File: config.mk
export PLATFORM = sky130hd
export DESIGN_NAME = ahb2apb_bridge_flat
export DESIGN_NICKNAME = d
export VERILOG_FILES = /design/src/rtl/ahb2apb_bridge_if.sv /design/src/rtl/ahb2apb_bridge.sv /design/src/flat_wrapper.sv
export SDC_FILE = /design/constraint.sdc
export NUM_CORES = 1
export LEC_CHECK = 0
export CAP_MARGIN = 5
export CELL_PAD_IN_SITES_DETAIL_PLACEMENT = 1
export CELL_PAD_IN_SITES_GLOBAL_PLACEMENT = 2
export CORE_MARGIN = 5
export CORE_UTILIZATION = 24
export DETAILED_ROUTE_END_ITERATION = 8
export PLACE_DENSITY = 0.93
export REMOVE_ABC_BUFFERS = 1
export SLEW_MARGIN = 10
export SYNTH_ARGS = -nofsm -noshare
export SYNTH_HDL_FRONTEND = slang
export SYNTH_SLANG_ARGS = --single-unit
File: constraint.sdc
create_clock -name clk -period 4.5 [get_ports clk]
set_input_delay 0.45 -clock clk [delete_from_list [all_inputs] [get_ports clk]]
set_output_delay 0.45 -clock clk [all_outputs]
set_load 0.02 [all_outputs]
File: src/rtl/ahb2apb_bridge_if.sv
// AHB-Lite and APB bus bundles used by ahb2apb_bridge.
// The bridge takes ahbif.slave and apbif.master.
interface ahb2apb_ahb_if #(parameter int AW = 32, parameter int DW = 32);
  logic          hsel;
  logic [AW-1:0] haddr;
  logic [1:0]    htrans;
  logic          hwrite;
  logic [2:0]    hsize;
  logic [2:0]    hburst;
  logic [3:0]    hprot;
  logic [3:0]    hmaster;
  logic [DW-1:0] hwdata;
  logic          hmasterlock;
  logic          hreadym;
  logic [3:0]    hauser;
  logic [3:0]    hwuser;
  logic [DW-1:0] hrdata;
  logic          hready;
  logic          hresp;
  logic [3:0]    hruser;

  modport slave (
    input  hsel, haddr, htrans, hwrite, hsize, hburst, hprot, hmaster, hwdata,
           hmasterlock, hreadym, hauser, hwuser,
    output hrdata, hready, hresp, hruser
  );
  modport master (
    output hsel, haddr, htrans, hwrite, hsize, hburst, hprot, hmaster, hwdata,
           hmasterlock, hreadym, hauser, hwuser,
    input  hrdata, hready, hresp, hruser
  );
endinterface

interface ahb2apb_apb_if #(parameter int PAW = 16, parameter int DW = 32);
  logic           psel;
  logic [PAW-1:0] paddr;
  logic           penable;
  logic           pwrite;
  logic [3:0]     pstrb;
  logic [2:0]     pprot;
  logic [31:0]    pwdata;
  logic           apbactive;
  logic [DW-1:0]  prdata;
  logic           pready;
  logic           pslverr;

  modport master (
    output psel, paddr, penable, pwrite, pstrb, pprot, pwdata, apbactive,
    input  prdata, pready, pslverr
  );
  modport slave (
    input  psel, paddr, penable, pwrite, pstrb, pprot, pwdata, apbactive,
    output prdata, pready, pslverr
  );
endinterface

File: src/rtl/ahb2apb_bridge.sv
// Unbuffered AHB-Lite to APB3/APB4 bridge, one transfer outstanding at a time.
// Optional APB access timeout under macro APB_TIMEOUT_EN.
module ahb2apb_bridge #(
  parameter int AW  = 32,
  parameter int PAW = 16,
  parameter int DW  = 32,
  parameter int TOW = 8
) (
  input  logic                 clk,
  input  logic                 resetn,
  ahb2apb_ahb_if.slave         ahbif,
  ahb2apb_apb_if.master        apbif
);

  typedef enum logic [2:0] {IDLE, SETUP, ACCESS, DONE, ERR1, ERR2} state_t;
  state_t state, state_nx;

  logic accept;
  logic timeout;

  assign accept = ahbif.hsel & ahbif.hreadym & ahbif.htrans[1] & ahbif.hready;

  function automatic logic [3:0] strb_dec(input logic [2:0] sz, input logic [1:0] a);
    case (sz)
      3'd0:    strb_dec = 4'b0001 << a;
      3'd1:    strb_dec = a[1] ? 4'b1100 : 4'b0011;
      default: strb_dec = 4'b1111;
    endcase
  endfunction

`ifdef APB_TIMEOUT_EN
  logic [TOW-1:0] to_cnt;
  always_ff @(posedge clk or negedge resetn) begin
    if (!resetn)                               to_cnt <= '0;
    else if (state == SETUP)                   to_cnt <= '0;
    else if (state == ACCESS && !apbif.pready) to_cnt <= to_cnt + 1'b1;
  end
  assign timeout = &to_cnt;
`else
  logic [TOW-1:0] unused_to;
  assign unused_to = '0;
  assign timeout   = 1'b0;
`endif

  always_ff @(posedge clk or negedge resetn) begin
    if (!resetn) state <= IDLE;
    else         state <= state_nx;
  end

  always_comb begin
    state_nx        = state;
    ahbif.hready    = 1'b1;
    ahbif.hresp     = 1'b0;
    apbif.psel      = 1'b0;
    apbif.penable   = 1'b0;
    apbif.apbactive = (state != IDLE);
    case (state)
      IDLE, DONE, ERR2: begin
        if (state == ERR2) ahbif.hresp = 1'b1;
        if (accept) state_nx = (ahbif.hsize > 3'd2) ? ERR1 : SETUP;
        else        state_nx = IDLE;
      end
      SETUP: begin
        ahbif.hready = 1'b0;
        apbif.psel   = 1'b1;
        state_nx     = ACCESS;
      end
      ACCESS: begin
        ahbif.hready  = 1'b0;
        apbif.psel    = 1'b1;
        apbif.penable = 1'b1;
        // pready in the same cycle as the final count takes precedence
        if (apbif.pready) state_nx = apbif.pslverr ? ERR1 : DONE;
        else if (timeout) state_nx = ERR1;
      end
      ERR1: begin
        ahbif.hready = 1'b0;
        ahbif.hresp  = 1'b1;
        state_nx     = ERR2;
      end
      default: state_nx = IDLE;
    endcase
  end

  always_ff @(posedge clk or negedge resetn) begin
    if (!resetn) begin
      apbif.paddr  <= '0;
      apbif.pwrite <= 1'b0;
      apbif.pstrb  <= '0;
      apbif.pprot  <= '0;
      apbif.pwdata <= '0;
      ahbif.hrdata <= '0;
    end else begin
      if (accept) begin
        apbif.paddr  <= ahbif.haddr[PAW-1:0];
        apbif.pwrite <= ahbif.hwrite;
        apbif.pstrb  <= ahbif.hwrite ? strb_dec(ahbif.hsize, ahbif.haddr[1:0]) : 4'b0000;
        apbif.pprot  <= {~ahbif.hprot[0], 1'b0, ahbif.hprot[1]};
      end
      // SETUP coincides with the AHB data phase, so hwdata is valid here
      if (state == SETUP) apbif.pwdata <= ahbif.hwdata;
      if (state == ACCESS && apbif.pready && !apbif.pslverr && !apbif.pwrite)
        ahbif.hrdata <= apbif.prdata;
    end
  end

  assign ahbif.hruser = 4'b0000;

  logic unused_in;
  assign unused_in = ^{ahbif.haddr[AW-1:PAW], ahbif.htrans[0], ahbif.hburst,
                       ahbif.hprot[3:2], ahbif.hmaster, ahbif.hmasterlock,
                       ahbif.hauser, ahbif.hwuser};

endmodule

File: src/flat_wrapper.sv
// flat-port wrapper written by rule: the top's interface ports become plain ports
module ahb2apb_bridge_flat 
#(
  parameter int AW  = 32,
  parameter int PAW = 16,
  parameter int DW  = 32,
  parameter int TOW = 8
)
  (clk, resetn, ahbif_hsel, ahbif_haddr, ahbif_htrans, ahbif_hwrite, ahbif_hsize, ahbif_hburst, ahbif_hprot, ahbif_hmaster, ahbif_hwdata, ahbif_hmasterlock, ahbif_hreadym, ahbif_hauser, ahbif_hwuser, ahbif_hrdata, ahbif_hready, ahbif_hresp, ahbif_hruser, apbif_psel, apbif_paddr, apbif_penable, apbif_pwrite, apbif_pstrb, apbif_pprot, apbif_pwdata, apbif_apbactive, apbif_prdata, apbif_pready, apbif_pslverr);
  ahb2apb_ahb_if #(.AW(AW), .DW(DW)) ahbif_i ();
  ahb2apb_apb_if #(.PAW(PAW), .DW(DW)) apbif_i ();
  input  logic clk;
  input  logic resetn;
  input wire logic [$bits(ahbif_i.hsel)-1:0] ahbif_hsel;
  input wire logic [$bits(ahbif_i.haddr)-1:0] ahbif_haddr;
  input wire logic [$bits(ahbif_i.htrans)-1:0] ahbif_htrans;
  input wire logic [$bits(ahbif_i.hwrite)-1:0] ahbif_hwrite;
  input wire logic [$bits(ahbif_i.hsize)-1:0] ahbif_hsize;
  input wire logic [$bits(ahbif_i.hburst)-1:0] ahbif_hburst;
  input wire logic [$bits(ahbif_i.hprot)-1:0] ahbif_hprot;
  input wire logic [$bits(ahbif_i.hmaster)-1:0] ahbif_hmaster;
  input wire logic [$bits(ahbif_i.hwdata)-1:0] ahbif_hwdata;
  input wire logic [$bits(ahbif_i.hmasterlock)-1:0] ahbif_hmasterlock;
  input wire logic [$bits(ahbif_i.hreadym)-1:0] ahbif_hreadym;
  input wire logic [$bits(ahbif_i.hauser)-1:0] ahbif_hauser;
  input wire logic [$bits(ahbif_i.hwuser)-1:0] ahbif_hwuser;
  output wire logic [$bits(ahbif_i.hrdata)-1:0] ahbif_hrdata;
  output wire logic [$bits(ahbif_i.hready)-1:0] ahbif_hready;
  output wire logic [$bits(ahbif_i.hresp)-1:0] ahbif_hresp;
  output wire logic [$bits(ahbif_i.hruser)-1:0] ahbif_hruser;
  output wire logic [$bits(apbif_i.psel)-1:0] apbif_psel;
  output wire logic [$bits(apbif_i.paddr)-1:0] apbif_paddr;
  output wire logic [$bits(apbif_i.penable)-1:0] apbif_penable;
  output wire logic [$bits(apbif_i.pwrite)-1:0] apbif_pwrite;
  output wire logic [$bits(apbif_i.pstrb)-1:0] apbif_pstrb;
  output wire logic [$bits(apbif_i.pprot)-1:0] apbif_pprot;
  output wire logic [$bits(apbif_i.pwdata)-1:0] apbif_pwdata;
  output wire logic [$bits(apbif_i.apbactive)-1:0] apbif_apbactive;
  input wire logic [$bits(apbif_i.prdata)-1:0] apbif_prdata;
  input wire logic [$bits(apbif_i.pready)-1:0] apbif_pready;
  input wire logic [$bits(apbif_i.pslverr)-1:0] apbif_pslverr;
  assign ahbif_i.hsel = ahbif_hsel;
  assign ahbif_i.haddr = ahbif_haddr;
  assign ahbif_i.htrans = ahbif_htrans;
  assign ahbif_i.hwrite = ahbif_hwrite;
  assign ahbif_i.hsize = ahbif_hsize;
  assign ahbif_i.hburst = ahbif_hburst;
  assign ahbif_i.hprot = ahbif_hprot;
  assign ahbif_i.hmaster = ahbif_hmaster;
  assign ahbif_i.hwdata = ahbif_hwdata;
  assign ahbif_i.hmasterlock = ahbif_hmasterlock;
  assign ahbif_i.hreadym = ahbif_hreadym;
  assign ahbif_i.hauser = ahbif_hauser;
  assign ahbif_i.hwuser = ahbif_hwuser;
  assign ahbif_hrdata = ahbif_i.hrdata;
  assign ahbif_hready = ahbif_i.hready;
  assign ahbif_hresp = ahbif_i.hresp;
  assign ahbif_hruser = ahbif_i.hruser;
  assign apbif_psel = apbif_i.psel;
  assign apbif_paddr = apbif_i.paddr;
  assign apbif_penable = apbif_i.penable;
  assign apbif_pwrite = apbif_i.pwrite;
  assign apbif_pstrb = apbif_i.pstrb;
  assign apbif_pprot = apbif_i.pprot;
  assign apbif_pwdata = apbif_i.pwdata;
  assign apbif_apbactive = apbif_i.apbactive;
  assign apbif_i.prdata = apbif_prdata;
  assign apbif_i.pready = apbif_pready;
  assign apbif_i.pslverr = apbif_pslverr;
  ahb2apb_bridge #(.AW(AW), .PAW(PAW), .DW(DW), .TOW(TOW)) u_core (.clk(clk), .resetn(resetn), .ahbif(ahbif_i), .apbif(apbif_i));
endmodule
==> results of run 1 <==
cells by family after synthesis:
group | share of synthesized area (%)
AOI/OAI and AO/OA | 3.61
other | 0.102
xor gates and xnor gates | 0.239
buffers and inverters | 3.48
and+or+nand+nor | 3.48
DFF | 61.3
muxes | 27.8
sequential cells by signal, summed over array words and instances, names as in the netlist:
name and flops:
u_core.ahbif.hrdata 32, u_core.apbif.pwdata 32, u_core.apbif.paddr 16, u_core.apbif.pstrb 4, u_core.state 3, u_core.apbif.pprot 2
u_core.apbif.pwrite 1
path summary, 6_finish.rpt:
check / start / to / slack, ns / cells past startpoint
hold / removal: resetn / u_core.state[2] / 0.11 / 1
hold reg to reg: u_core.ahbif.hrdata[21] / u_core.ahbif.hrdata[21] / 0.50 / 1
setup reg to reg: u_core.state[1] / u_core.apbif.paddr[9] / 2.49 / 3
max in group asynchronous: resetn / u_core.apbif.pwdata[5] / 3.36 / 2
min in group clk: u_core.ahbif.hrdata[21] / u_core.ahbif.hrdata[21] / 0.50 / 1
setup / recovery: u_core.state[0] / apbif_psel / 1.55 / 4
area by class of cell:
| cell class | count | share of cell area [%] |
|---|---|---|
| Timing Repair Buffer | 187 | 31.1 |
| Clock buffer | 9 | 3.76 |
| Clock inverter | 6 | 1.50 |
| Tap cell | 188 | 3.93 |
| Inverter | 3 | 0.188 |
| Sequential cell | 90 | 37.6 |
| Multi-Input combinational cell | 129 | 21.9 |
per-stage QoR:
stage / instance area (um2) / setup WS, ns / instances / utilization (%)
floorplan: 3570 / 0.155 / 222 / -
global placement: 5670 / 1.96 / 597 / 37.6
detailed placement: 5670 / 1.86 / 597 / 37.6
CTS: 5990 / 1.50 / 612 / 39.7
global route: 5990 / 1.38 / 612 / 39.7
finish: 5990 / 1.55 / 612 / 39.7
power groups by stage:
stage | Sequential (W) | Combinational (W) | Clock (W)
6_report | 0.00146 | 0.00221 | 0.000802
2_1_floorplan | 0.00194 | 0.000640 | 0
3_5_place_dp | 0.00148 | 0.00225 | 0
3_3_place_gp | 0.00145 | 0.00220 | 0
4_1_cts | 0.00147 | 0.00226 | 0.000837
5_1_grt | 0.00152 | 0.00235 | 0.000869
cells in the final DEF, fill, tap and decap left out, types with 3 or more instances in the layout:
| master | n |
|---|---|
| sky130_fd_sc_hd__o21ai_0 | 5 |
| sky130_fd_sc_hd__mux2_2 | 67 |
| sky130_fd_sc_hd__dfrtp_1 | 90 |
| sky130_fd_sc_hd__inv_1 | 3 |
| sky130_fd_sc_hd__mux2_4 | 17 |
| sky130_fd_sc_hd__a21oi_1 | 4 |
| sky130_fd_sc_hd__o31ai_1 | 3 |
| sky130_fd_sc_hd__clkdlybuf4s50_1 | 183 |
| sky130_fd_sc_hd__buf_4 | 4 |
| sky130_fd_sc_hd__conb_1 | 5 |
| sky130_fd_sc_hd__clkbuf_16 | 9 |
worst max-delay path, cell delays in order (launching register included):
cell and delay [ns]:
sky130_fd_sc_hd__dfrtp_1 0.55, sky130_fd_sc_hd__nor3b_2 0.37, sky130_fd_sc_hd__buf_4 0.44, sky130_fd_sc_hd__or2_2 0.19, sky130_fd_sc_hd__clkdlybuf4s50_1 0.60
per-layer routing:
layer	routed length [um]	GRT usage, %
met5	0	0
met4	127	4.40
met3	1180	6.12
met2	4930	19.6
met1	4130	13.1
==> results.txt, run 1 <==
- The final layout contains 548 nets.
- Combinational cells account for 49.4% of the total power.
- The die is 134 um wide.
- Fraction of post-synthesis cell area in the top cell type by area: 61.3%
- Detailed placement finished with a half-perimeter wire length of 8020 um.
* Starting utilization of the core area: 24.3%
- Cts repair resizes: 0
- Counting instances in the post-synthesis netlist gives the leading cell types as sky130_fd_sc_hd__dfrtp_1 (90), sky130_fd_sc_hd__mux2_2 (67), sky130_fd_sc_hd__mux2_4 (17).
- Netlist cell types: 32
- The share of total power dissipated in sequential elements is 32.7%.
- Share of power burned in the clock network: 17.9%
- Pleak: 2.56 nW
* Sink Count: 90
- For the worst setup path, the data required time is 4.05 ns.
- Across all layers, the routed design uses 2617 vias.
- The internal power of the cells totals 0.00292 W.
- The tree is rooted in a sky130_fd_sc_hd__clkbuf_16.
* Vias in the first global route: 3065
* Min-Delay Path Class: in -> async
- After detailed routing, the number of vias per cell comes to 4.28.
- Cells with a size suffix above 1 make up 25.5% of the layout.
- 225 I/O pins were placed.
- The cell count after synthesis came out at 235.
- Maximum count of clock buffers along a single path: 2
* Min Clock Period, post-route: 2.95 ns
* Area growth from synthesis to layout: 63.1%
- Filler cell count: 1563
- Power Total: 0.00448 W
- In this run, synthesis produced a sequential element count of 90.
* Detailed Routing Iterations Pass 1: 4
* Cell Area, Synth: 3670 um2
* Count of final max-slew check failures: 0
- Number of buffers inserted by port buffering: 184
* IR drop worst, VDD: 310 uV
- Placeable core region: 15100 um2
- Ys flop type: sky130_fd_sc_hd__dfrtp_1
- Switching power as a share of total power: 34.8%
* Crit Path Class: reg -> out
- Number of hold violations in the final report: 0
* Final Cycle Share: 65.4%
- TritonCTS clock tree: done
* Routability congestion estimate: 0.707
- Tightest hold margin: 0.108 ns
- After floorplanning, the core was divided into 45 placement rows.
- Power spread over the standard cell area amounts to 748 nW/um2.
* Post-synthesis async set-or-reset flop share: 100%
- Mean post-synth cell area: 15.6 um2
- Arrival time of the worst setup path: 2.50 ns
* Final global-route overflow total: 0
* Cell taking the most area after synthesis: sky130_fd_sc_hd__dfrtp_1
- Type of destination of the critical path: primary output
* Total Negative Setup Slacks: 0 ns
* Total GRT Usage: 11.9%
- Register area share after synthesis: 61.3%
- Total clock buffers created by CTS: 9
- The repair_antennas step left the layout with diodes totalling 0.
- The clock tree synthesis step divided the H-tree into 3 levels.
- Entering global routing, the biggest net connects 47 pins.
- Power dissipated by switching net loads: 0.00156 W
* Result of the run: finished, final reports clean
- Clock edge transition at the registers on the reported setup and hold paths: 0.07 ns
* Most area-consuming cells after synthesis: sky130_fd_sc_hd__dfrtp_1 (61%), sky130_fd_sc_hd__mux2_2 (21%), sky130_fd_sc_hd__mux2_4 (7.0%), sky130_fd_sc_hd__buf_2 (1.2%), sky130_fd_sc_hd__buf_4 (1.0%)
* Antenna violations before repair: 0
* Post-CTS Setup Inserts: 0
* Chip Height: 134 um
* Post-synth EDFFs: 0
- Highest attainable clock frequency: 340 MHz
- For this run, design rule violations remaining after detail routing come to 0.
- The detail route stage leaves a number of antenna-violating nets equal to 0.
- Area of the die: 17900 um2
- Summing all flip-flop and latch instances after layout gives 2250 um2.
- WL/cell: 16.9 um
- Startpoint type of the worst setup path: flip-flop
* Clock tree skew after final layout: 0.00852 ns
* Area occupied by multi-input gates: 1310 um2
- Tightest Pin Transition: 0.601 ns
* Detailed Route WL: 10400 um
- Setup violations remaining at the end of the flow were counted as 0.
- Clk_lat worst skew: 0.34 ns
- Count of yosys warnings during synthesis: 0
- Max-cap violations in this run came to 0.
- First-pass GRT wire length: 16700 um
- Unrepaired setup endpoints after global routing: false
- Hold repair after CTS inserted 0 buffers.
* Detailed router's first-iteration violation count: 41
- Highest fanout seen on the critical path: 34
- The most common cell in the synthesized netlist is sky130_fd_sc_hd__dfrtp_1.
* Normalized max-slew margin: 60.0%
Power figures use the tool's default switching activity.
==> inputs of run 2 (changes only) <==
CORE_UTILIZATION = 20   (was 24)
PLACE_DENSITY = 0.84   (was 0.93)
clock period = 2.4 ns   (was 4.5 ns; I/O delays follow)
==> results.txt, run 2 (synthesized netlist as in run 1, its figures left out) <==
- Result of the run: finished, final reports clean
* Crit Path Class: reg -> out
- Crit-path slowest cell: sky130_fd_sc_hd__clkdlybuf4s50_1
- Clock-pin slew was measured on the worst setup and hold paths at 0.06 ns.
- Type of destination of the critical path: primary output
* WL/cell: 16.5 um
* Area growth from synthesis to layout: 64.9%
- Pint: 0.00535 W
- Max Cap Viol: 0
- Total GRT Usage: 10.3%
- Detailed routing inserted a total of 2679 vias.
* Sink Count: 90
- The share of total power dissipated in combinational logic is 50.8%.
* Number of hold violations in the final report: 0
* Total number of H-tree levels: 3
- Commonest cells after routing, fill and taps aside: sky130_fd_sc_hd__clkdlybuf4s50_1 (183), sky130_fd_sc_hd__dfrtp_1 (90), sky130_fd_sc_hd__mux2_2 (67)
- Count of final max-slew check failures: 0
- Share of layout cells above drive strength 1: 25.5%
- The analysis attributes to net switching a power of 0.00295 W.
- Fraction of power consumed by sequential logic: 33.2%
* Minimum setup slack among reg-to-reg paths: 0.25 ns
- Routability congestion estimate: 0.704
- In this run, CTS created clock tree buffers numbering 9.
- Min Clock Period, post-route: 2.28 ns
- Post-route DRC: 0
- Setup repair after global routing left no endpoint under its margin.
* Highest fanout seen on the critical path: 10
* Maximum count of clock buffers along a single path: 2
- For this run, the slowest stage of the critical path takes 0.63 ns.
- During placement, the flow inserted port buffers numbering 184.
* Clock tree skew after final layout: 0.0103 ns
* Ant diodes: 0
* Arrival time of the worst setup path: 2.04 ns
* Placeable core region: 18000 um2
- Switching power as a share of total power: 35.5%
- Starting utilization of the core area: 20.4%
* Number of top-level pins: 225
- Die extent in x: 146 um
- Entering global routing, the biggest net connects 50 pins.
* Detailed Route WL: 10900 um
* Cts repair resizes: 0
* IR drop worst, VDD: 605 uV
- STA classifies the critical path startpoint as a flip-flop.
* Placed cells: 640
- The path class of the tightest hold or removal check is in -> async.
- TritonCTS built the clock tree.
- Detailed router's first-iteration violation count: 60
* Final cell utilization of the core: 33.6%
* Cell chosen for the clock root: sky130_fd_sc_hd__clkbuf_16
* Worst endpoint required time: 2.16 ns
- Post-layout worst setup margin: 0.117 ns
- Power Dens Cells: 1370 nW/um2
* Final count of negative-setup-slack endpoints: 0
* Highest attainable clock frequency: 438 MHz
* Largest registers: u_core.ahbif.hrdata x32, u_core.apbif.pwdata x32, u_core.apbif.paddr x16
* Clk_lat worst skew: 0.33 ns
* Antenna-violating nets left: 0
* Detailed Routing Iterations Pass 1: 4
* Nets: 552
- The finished layout holds 657 standard cells, fillers aside.
- Tightest hold margin: 0.432 ns
- Most common library cell in the layout ignoring fill and taps: sky130_fd_sc_hd__clkdlybuf4s50_1
- Final global-route overflow total: 0
- The number of global-route vias before repair came to 3059.
- Headroom to the max-slew limit came out at 62.9%.
* Final Cycle Share: 95.1%
- The critical path goes through nor3b_2 > or2_2 > clkdlybuf4s50_1.
* Share of power burned in the clock network: 16.0%
- Pleak: 2.57 nW
* Total number of placement rows: 49
- Timing analysis after detailed placement gives a worst setup slack of 0.339 ns.
- Antenna violations before repair: 0
* Area of the die: 21200 um2
- The first global-routing pass estimated 17500 um of wire.
- Hpwl dp: 8380 um
- Chip Height: 146 um
- Per-cell via count in the routed design: 4.08
* Tightest Pin Transition: 0.556 ns
[run 2: cell types whose count changed in the layout (fill, tap and decap cells not counted), sizes merged]
cell / change
bufinv: -2
dlygate4sd3: +1
clkbuf: +4
inv: -1
buf: +3
clkinv: -1
[run 2: cell type report]
| class | count | area [um2] |
|---|---|---|
| clock buffers | 13 | 260 |
| clock inverters | 2 | 12.5 |
| fillers | 1919 | 12000 |
| inverters | 3 | 11.3 |
| multi-input cells | 129 | 1310 |
| flip-flops and latches | 90 | 2250 |
| well taps | 229 | 287 |
| repair buffers | 191 | 1920 |
[run 2: critical path, delay by kind of cell (launching register included)]
kind                   cells  cell delay [ns]
buffers and inverters      1             0.63
DFF                        1             0.55
and+or+nand+nor            2             0.54
[run 2: power by group through the flow]
stage	Combinational, W	Clock [W]	Sequential [W]
2_1_floorplan	0.00120	0	0.00364
3_3_place_gp	0.00417	0	0.00271
3_5_place_dp	0.00427	0	0.00278
4_1_cts	0.00429	0.00139	0.00276
5_1_grt	0.00446	0.00145	0.00286
6_report	0.00422	0.00132	0.00275
[run 2: timing repair]
| item | in CTS | in global routing |
|---|---|---|
| setup buffers | 0 | 1 |
| hold buffers | 1 | 0 |
| hold endpoints to repair | 41 | 0 |
| endpoints found under the setup margin | 0 | 1 |
[run 2: through the flow]
stage,power [W],TNS [ns],instance area (um2)
detailed placement,0.00705,0,5760
finish,0.00829,0,6050
floorplan,0.00484,-89.72,3570
CTS,0.00844,0,6050
global route,0.00878,0,6050
global placement,0.00688,0,5760
[run 2: routing by layer]
| metal | up-vias | track usage (%) | share of wire, % |
|---|---|---|---|
| met4 | 0 | 3.73 | 1.8 |
| met5 | - | 0 | 0 |
| met2 | 139 | 16.7 | 47 |
| met3 | 14 | 5.67 | 12 |
| li1 | 1193 | - | - |
| met1 | 1333 | 11.4 | 39 |
[run 2: final timing paths]
path,start,endpoint,depth (start not counted)
max,u_core.state[0],apbif_psel,3
min,resetn,u_core.apbif.pwdata[13],2
max reg2reg,u_core.state[1],u_core.apbif.paddr[11],4
min reg2reg,u_core.ahbif.hrdata[20],u_core.ahbif.hrdata[20],1
max in group asynchronous,resetn,u_core.state[1],3
min in group clk,ahbif_hprot[0],u_core.apbif.pprot[2],2
==> inputs of run 3 (changes only) <==
SLEW_MARGIN = 20   (was 10)
==> results of run 3 <==
Same layout as run 2: the final DEF is identical, and so are final timing and power.
